--- config.mk ---
export PLATFORM = sky130hd
export DESIGN_NAME = mem_port_arbiter
export DESIGN_NICKNAME = d
export VERILOG_FILES = /design/src/rtl/mem_port_arbiter.sv
export SDC_FILE = /design/constraint.sdc
export NUM_CORES = 1
export LEC_CHECK = 0
export BUFFER_PORTS_ARGS = -buffer_cell sky130_fd_sc_hd__buf_4
export CORE_AREA = 4 4 203 205
export DETAILED_ROUTE_END_ITERATION = 10
export DIE_AREA = 0 0 207 209
export GPL_TIMING_DRIVEN = 0
export PLACE_DENSITY = 0.3
export SYNTH_ARGS = -nofsm -noshare
export SYNTH_HDL_FRONTEND = slang
export SYNTH_SLANG_ARGS = --single-unit
export TNS_END_PERCENT = 5
--- constraint.sdc ---
create_clock -name CLK -period 1.9 [get_ports CLK]
set_input_delay 0.095 -clock CLK [delete_from_list [all_inputs] [get_ports CLK]]
set_output_delay 0.095 -clock CLK [all_outputs]
set_load 0.02 [all_outputs]
--- src/rtl/mem_port_arbiter.sv ---
// mem_port_arbiter
//   Shares one single-port memory between the instruction-fetch path and the
//   data (load/store) path. Only one access is in flight at a time, and reads
//   have a fixed latency. Data requests win by default. A starvation counter
//   forces a fetch grant after MAX_STARVE consecutive data wins over a
//   pending fetch.
//
// Ports
//   CLK, RST                    clock (rising edge), async active-high reset
//   if_req/if_addr              fetch read request (held until if_gnt)
//   if_gnt/if_rvalid/if_rdata   fetch grant, read-data strobe, read data
//   d_req/d_we/d_addr/d_wdata   data request (held until d_gnt)
//   d_gnt/d_rvalid/d_rdata      data grant, load-data strobe, load data
//   mem_en/mem_we/mem_addr/
//   mem_wdata/mem_rdata         memory-side access port
//   busy                        a read is in flight
module mem_port_arbiter #(
  parameter int ADDR_W     = 64,
  parameter int DATA_W     = 64,
  parameter int MEM_LAT    = 2,
  parameter int MAX_STARVE = 2
) (
  input  logic              CLK,
  input  logic              RST,
  input  logic              if_req,
  input  logic [ADDR_W-1:0] if_addr,
  output logic              if_gnt,
  output logic              if_rvalid,
  output logic [DATA_W-1:0] if_rdata,
  input  logic              d_req,
  input  logic              d_we,
  input  logic [ADDR_W-1:0] d_addr,
  input  logic [DATA_W-1:0] d_wdata,
  output logic              d_gnt,
  output logic              d_rvalid,
  output logic [DATA_W-1:0] d_rdata,
  output logic              mem_en,
  output logic              mem_we,
  output logic [ADDR_W-1:0] mem_addr,
  output logic [DATA_W-1:0] mem_wdata,
  input  logic [DATA_W-1:0] mem_rdata,
  output logic              busy
);

  localparam int SW = (MAX_STARVE < 1) ? 1 : $clog2(MAX_STARVE + 1);
  localparam logic [2:0]    LAT_MAX    = 3'(MEM_LAT);
  localparam logic [SW-1:0] STARVE_MAX = SW'(MAX_STARVE);

  typedef enum logic {IDLE = 1'b0, WAIT_RD = 1'b1} state_t;

  // Owner encoding: 0 = fetch, 1 = data.
  state_t        state_q, state_d;
  logic [2:0]    lat_cnt_q, lat_cnt_d;
  logic [SW-1:0] starve_cnt_q, starve_cnt_d;
  logic          owner_q, owner_d;
  logic          fetch_win, data_win;

  always_ff @(posedge CLK or posedge RST) begin
    if (RST) begin
      state_q      <= IDLE;
      lat_cnt_q    <= '0;
      starve_cnt_q <= '0;
      owner_q      <= 1'b0;
    end else begin
      state_q      <= state_d;
      lat_cnt_q    <= lat_cnt_d;
      starve_cnt_q <= starve_cnt_d;
      owner_q      <= owner_d;
    end
  end

  // Arbitration, memory-port muxing and read-return routing. All outputs are
  // forced to zero while reset is asserted so no grant can leak through.
  always_comb begin
    state_d      = state_q;
    lat_cnt_d    = lat_cnt_q;
    starve_cnt_d = starve_cnt_q;
    owner_d      = owner_q;
    if_gnt       = 1'b0;
    if_rvalid    = 1'b0;
    if_rdata     = '0;
    d_gnt        = 1'b0;
    d_rvalid     = 1'b0;
    d_rdata      = '0;
    mem_en       = 1'b0;
    mem_we       = 1'b0;
    mem_addr     = '0;
    mem_wdata    = '0;
    busy         = 1'b0;
    fetch_win    = if_req && (!d_req || (starve_cnt_q == STARVE_MAX));
    data_win     = d_req && !fetch_win;

    if (!RST) begin
      case (state_q)
        IDLE: begin
          if (fetch_win) begin
            if_gnt       = 1'b1;
            mem_en       = 1'b1;
            mem_addr     = if_addr;
            starve_cnt_d = '0;
            state_d      = WAIT_RD;
            owner_d      = 1'b0;
            lat_cnt_d    = 3'd1;
          end else if (data_win) begin
            d_gnt     = 1'b1;
            mem_en    = 1'b1;
            mem_we    = d_we;
            mem_addr  = d_addr;
            mem_wdata = d_wdata;
            // Only a win over a waiting fetch counts toward starvation.
            if (if_req && (starve_cnt_q != STARVE_MAX)) begin
              starve_cnt_d = starve_cnt_q + 1'b1;
            end
            // Stores complete in the grant cycle; loads wait for data.
            if (!d_we) begin
              state_d   = WAIT_RD;
              owner_d   = 1'b1;
              lat_cnt_d = 3'd1;
            end
          end
        end
        WAIT_RD: begin
          busy = 1'b1;
          if (lat_cnt_q == LAT_MAX) begin
            if (owner_q) begin
              d_rvalid = 1'b1;
              d_rdata  = mem_rdata;
            end else begin
              if_rvalid = 1'b1;
              if_rdata  = mem_rdata;
            end
            state_d   = IDLE;
            lat_cnt_d = '0;
          end else begin
            lat_cnt_d = lat_cnt_q + 3'd1;
          end
        end
        default: state_d = IDLE;
      endcase
    end
  end

endmodule

# Word-level counts from Yosys, hierarchy flattened
# Index checks and enable logic that the tools add are counted.
# totals
regBits	7
in_bits	261
wordCells	81
# classes
add_sub_neg	2
n_eq_ne	6
n_mux	56
n_bitwise	2
reduce_logical	11
# op_table
operator	n
64-bit two-way mux	16
1-bit two-way mux	31
3-bit two-way mux	4
4-bit AND reduction	2
2-bit two-way mux	3
3-bit inequality test (second input constant)	2
3-bit case mux with 2 select lines	1
2-bit nonzero test	2
3-bit by 1-bit adder with 3-bit output (second input constant)	1
3-bit by 2-bit == test with 1-bit output (second input constant)	1
1-bit logical AND	3
3-bit AND reduction	1
2-bit by 1-bit adder with 2-bit output (second input constant)	1
2-bit == test (second input constant)	1
1-bit logical NOT	2
2-bit by 1-bit inequality test with 1-bit output (second input constant)	1
2-bit inequality test (second input constant)	1
1-bit NOT	2
1-bit case mux with 2 select lines	1
1-bit logical OR	1

# Depth between registers and ports, before layout
# depth
ltp_word	9
depth_mapped	7
mapped_depth_nobuf	5

# Worst setup path before layout
# Ideal clock, no wire load.
# synth_path
path_type	reg-to-output
start	reg lat_cnt_q[2]
end	out if_rdata[10]
t_arrival_ns	1.606
t_required_ns	1.805
setup_slack_ns	0.199
path_stages_with_launch	6
path_buffers	2
path_cell_list	dfrtp_1 -> or4b_4 -> nor3_2 -> buf_4 -> buf_6 -> and2_1
# synth_via
elab_chain_len	4
# synth_lines
element	line	rtl
start: declaration	53	logic [2:0] lat_cnt_q, lat_cnt_d;
start signal: assignment	66	lat_cnt_q <= lat_cnt_d;
3-bit by 2-bit == test with 1-bit output	124	if (lat_cnt_q == LAT_MAX) begin
64-bit two-way mux	124	
64-bit two-way mux	94	case (state_q)
64-bit two-way mux	93	if (!RST) begin
end: declaration	29	output logic [DATA_W-1:0] if_rdata,
# No other way between the ends.

# Worst setup path after layout
# layout_path
start	reg lat_cnt_q[2]
end	out d_rdata[39]
# layout_via
elab_chain_len	4
# layout_lines
element	line	rtl
3-bit by 2-bit == test with 1-bit output	124	
64-bit two-way mux	124	
64-bit two-way mux	94	
64-bit two-way mux	93	
end: declaration	36	output logic [DATA_W-1:0] d_rdata,
# No other way between the ends.

==> qor.csv <==
stage;metric;value;unit
status;status;finished, violations left;
status;violated checks;negative setup slack;
clocking;maximum clock insertion buffer count;2;
finish;layout cells sized above 1;76.3;%
clocking;Clock transition at path regs;0.04;ns
power_and_ir_drop;switch share;42.7;%
finish;final instance area;0.00874;mm2
sta;Tcrit/Tclk final;109;%
worst_setup_path;Cell Chain, Critical Path;or4b_4 > nor3_4 > buf_6 > buf_6 > and2_4 > buf_6;
worst_setup_path;CP Launch Type;flop;
power_and_ir_drop;internal power;2.19;mW
global_route;number of global-route vias before repair;5205;
sta;Rel. slew slack;69.4;%
logic_synthesis;compound-gate portion of the synthesized area;26.6;%
worst_setup_path;worst r2r dst;lat_cnt_q[1];
worst_setup_path;CP max FO;10;
worst_setup_path;flop-to-flop setup slack;0.14;ns
worst_setup_path;Worst path slowest cell;or4b_4;
sta;Final TNS setup;-20.11;ns
finish;Final #Nets;1165;
logic_synthesis;xor/xnor cell area share of the yosys netlist;0;%
min_path;Min-Delay Startpoint;if_req;
worst_setup_path;reg2reg path depth;8;
logic_synthesis;Yosys warning total;0;
logic_synthesis;Async SR Flop Fraction;100;%
worst_setup_path;critical path capture point type;primary output;
routing;routed length per instance;22.2;um
logic_synthesis;Post-Syn Instances;346;
sta;Final Hold Vio Count;0;
floorplan;die span in y;209;um
finish;Fillers;4481;
floorplan;Die ar.;0.0433;mm2
logic_synthesis;synthesized-area fraction occupied by adder cells;0.500;%
sta;RSZ-0062 raised after global routing;true;
logic_synthesis;top cells by area, synth;and2_1 (48%), a22o_1 (23%), dfrtp_1 (7.0%);
finish;Layout Utilization;22.2;%
power_and_ir_drop;sequential power share;6.8;%
routing;WL final;31900;um
sta;Clock Skew;0.000528;ns
floorplan;core area;0.0395;mm2
clocking;CTS Buf Count;3;
power_and_ir_drop;Max rail drop VDD;0.221;mV
floorplan;Starting Density;6.35;%
routing;ANT nets after route;0;
logic_synthesis;area leader, netlist;and2_1;
sta;min Tclk post-route;2.08;ns
clocking;CTS tree;yes;
logic_synthesis;Cell variety after synth;31;
global_route;first-pass GRT wire length;42300;um
sta;slew of the pin with the lowest slew margin;0.454;ns
logic_synthesis;Syn Nets;608;
global_route;gr usage total;13.6;%
logic_synthesis;largest family of logic cells by synthesized area;simple AND/OR/NAND/NOR gates;
logic_synthesis;proportion of synthesized area in mux cells;0;%
global_route;initial antenna violation count;15;
power_and_ir_drop;Clock power frac;9.5;%
logic_synthesis;syn_area_per_cell;7.24;um2
worst_setup_path;most frequent CP cell;buf_6;
routing;initial DRC count;97;
power_and_ir_drop;Pleak;4.46;nW
placement;Post-DP Area;0.00709;mm2
clocking;Clock Sinks;7;
logic_synthesis;Post-Synth Simple-Gate Area;53.9;%
sta;Worst Setup Slack, final;-0.180;ns
power_and_ir_drop;Tot Pwr;3.82;mW
placement;DP HPWL;29100;um
clocking;Skew-Pair Late Insertion Delay;0.23;ns
worst_setup_path;Crit path largest cell delay;0.57;ns
sta;hold slack;0.101;ns
worst_setup_path;worst endpoint required time;1.80;ns
placement;number of I/O port buffers;523;
logic_synthesis;Seq cells post-synth;7;
min_path;Hold Crit Endpoint;owner_q;
logic_synthesis;Seq/Total Area, Yosys;6.99;%
sta;fmax;481;MHz
floorplan;Die X;207;um
worst_setup_path;crit path from;lat_cnt_q[2];
logic_synthesis;top-area cell type share of the netlist area;48.5;%
worst_setup_path;launch point of the worst reg-to-reg path;starve_cnt_q[0];
worst_setup_path;critical path arrival;1.98;ns
global_route;grt total ovfl;0;
logic_synthesis;mapped cell area;0.00250;mm2
logic_synthesis;number of synthesized flops with an enable pin;0;
global_route;largest net degree at the start of global routing;11;
placement;GP Congestion;0.856;
sta;Slew Viols, Final;0;
job;Max Cap Viol;0;
routing;Initial DRT Pass Iterations;4;
clocking;Root Buffer;clkbuf_16;
floorplan;Cell Rows;73;
finish;Area growth syn-to-layout;249;%
power_and_ir_drop;power density over the cells;436;mW/mm2
logic_synthesis;ys flop type;dfrtp_1;
power_and_ir_drop;Gate power share;83.7;%
sta;final setup fails;181;
routing;via count;4847;
floorplan;I/O Pins;524;
min_path;Hold Crit Class;in -> reg;
worst_setup_path;critical path class;reg -> out;
routing;DR DRC count;0;
clocking;H-tree depth;1;
routing;Vias/cell;3.38;
power_and_ir_drop;P_sw;1.63;mW
min_path;hold path cells;2;
==> layout make-up <==
cell class                      count  area (um2)  area share [%]
Clock buffer                        4        78.8           0.901
Inverter                            7        26.3           0.300
Antenna cell                        7        17.5           0.200
Buffer                             36         458            5.24
Timing Repair Buffer              553        4950            56.6
Multi-Input combinational cell    295        2380            27.2
Sequential cell                     7         176            2.02
Tap cell                          525         657            7.51
==> routing by layer <==
layer | part of all wire, % | global-route usage [%] | vias up
met2 | 55 | 27.0 | 330
li1 | - | - | 2292
met3 | 11 | 6.58 | 34
met1 | 31 | 12.0 | 2175
met4 | 2.9 | 3.88 | 16
met5 | 0.36 | 0 | -
==> Yosys cell counts (all sizes together), types with 2 or more instances <==
| library cell | instances |
|---|---|
| nor2b | 3 |
| a22o | 65 |
| clkbuf | 9 |
| nor2 | 4 |
| nor3 | 4 |
| nand2b | 2 |
| o21ai | 2 |
| nand2 | 4 |
| buf | 28 |
| o311ai | 2 |
| and2 | 194 |
| dfrtp | 7 |
| inv | 7 |
==> worst max path at each step <==
stage	endpoint	cells after the start
4_1_cts	mem_addr[33]	6
3_3_place_gp	mem_wdata[5]	7
2_1_floorplan	if_rdata[10]	5
5_1_grt	if_rdata[7]	6
3_5_place_dp	mem_wdata[5]	7
6_report	d_rdata[39]	6
==> power by group through the flow <==
stage                     Sequential, mW  Combinational [mW]  Clock, mW
after floorplan                    0.265                1.15          0
after global placement             0.288                2.51          0
after detailed placement           0.289                2.51          0
after CTS                          0.254                3.08      0.367
after global routing               0.266                3.39      0.375
final                              0.260                3.19      0.363
==> registers in the layout, indices dropped and copies added, names as in the netlist <==
signal	count
owner_q	1
state_q	1
lat_cnt_q	3
starve_cnt_q	2
==> logic make-up after synthesis <==
| logic type | count (synthesis) |
|---|---|
| and+or+nand+nor | 216 |
| AOI/OAI and AO/OA | 78 |
| buffers and inverters | 44 |
| DFF | 7 |
| adders and majority gates | 1 |
==> worst max-delay path, delay by kind of cell (launching register included) <==
kind	cells	cell delay [ns]
buffers and inverters	3	0.46
flip-flops	1	0.38
AND/OR/NAND/NOR	3	0.90
==> timing repair <==
item                                   4_1_cts  5_1_grt
gates resized for setup                    230      118
hold buffers                                 1        0
endpoints found under the hold margin        7        0
buffers inserted                            16        7
cloned                                       5        1
pin swaps                                   26       43
setup endpoints to repair                  261      257
==> cells in the final DEF (no fill, tap or decap), types with 2 or more instances in the layout <==
cell and n:
nor2_1 2, clkbuf_4 2, a22o_1 52, dfrtp_1 6
and2_4 73, nor2_4 2, o311ai_0 2, nor3_1 2
buf_4 368, nand2_1 4, buf_12 4, buf_6 197
clkbuf_16 4, nand2b_1 2, inv_1 6, a22o_4 13
nor3_4 2, diode_2 7, and2_1 121, o21ai_0 2
nor2b_1 2, buf_16 4, buf_8 10
==> per-stage QoR <==
step           setup WS (ns)  instances
5_1_grt               -0.247       1432
3_3_place_gp          -0.505       1394
6_report              -0.180       1434
2_1_floorplan          0.199        346
3_5_place_dp          -0.516       1394
4_1_cts               -0.260       1419
(Power assumes the default switching activity.)
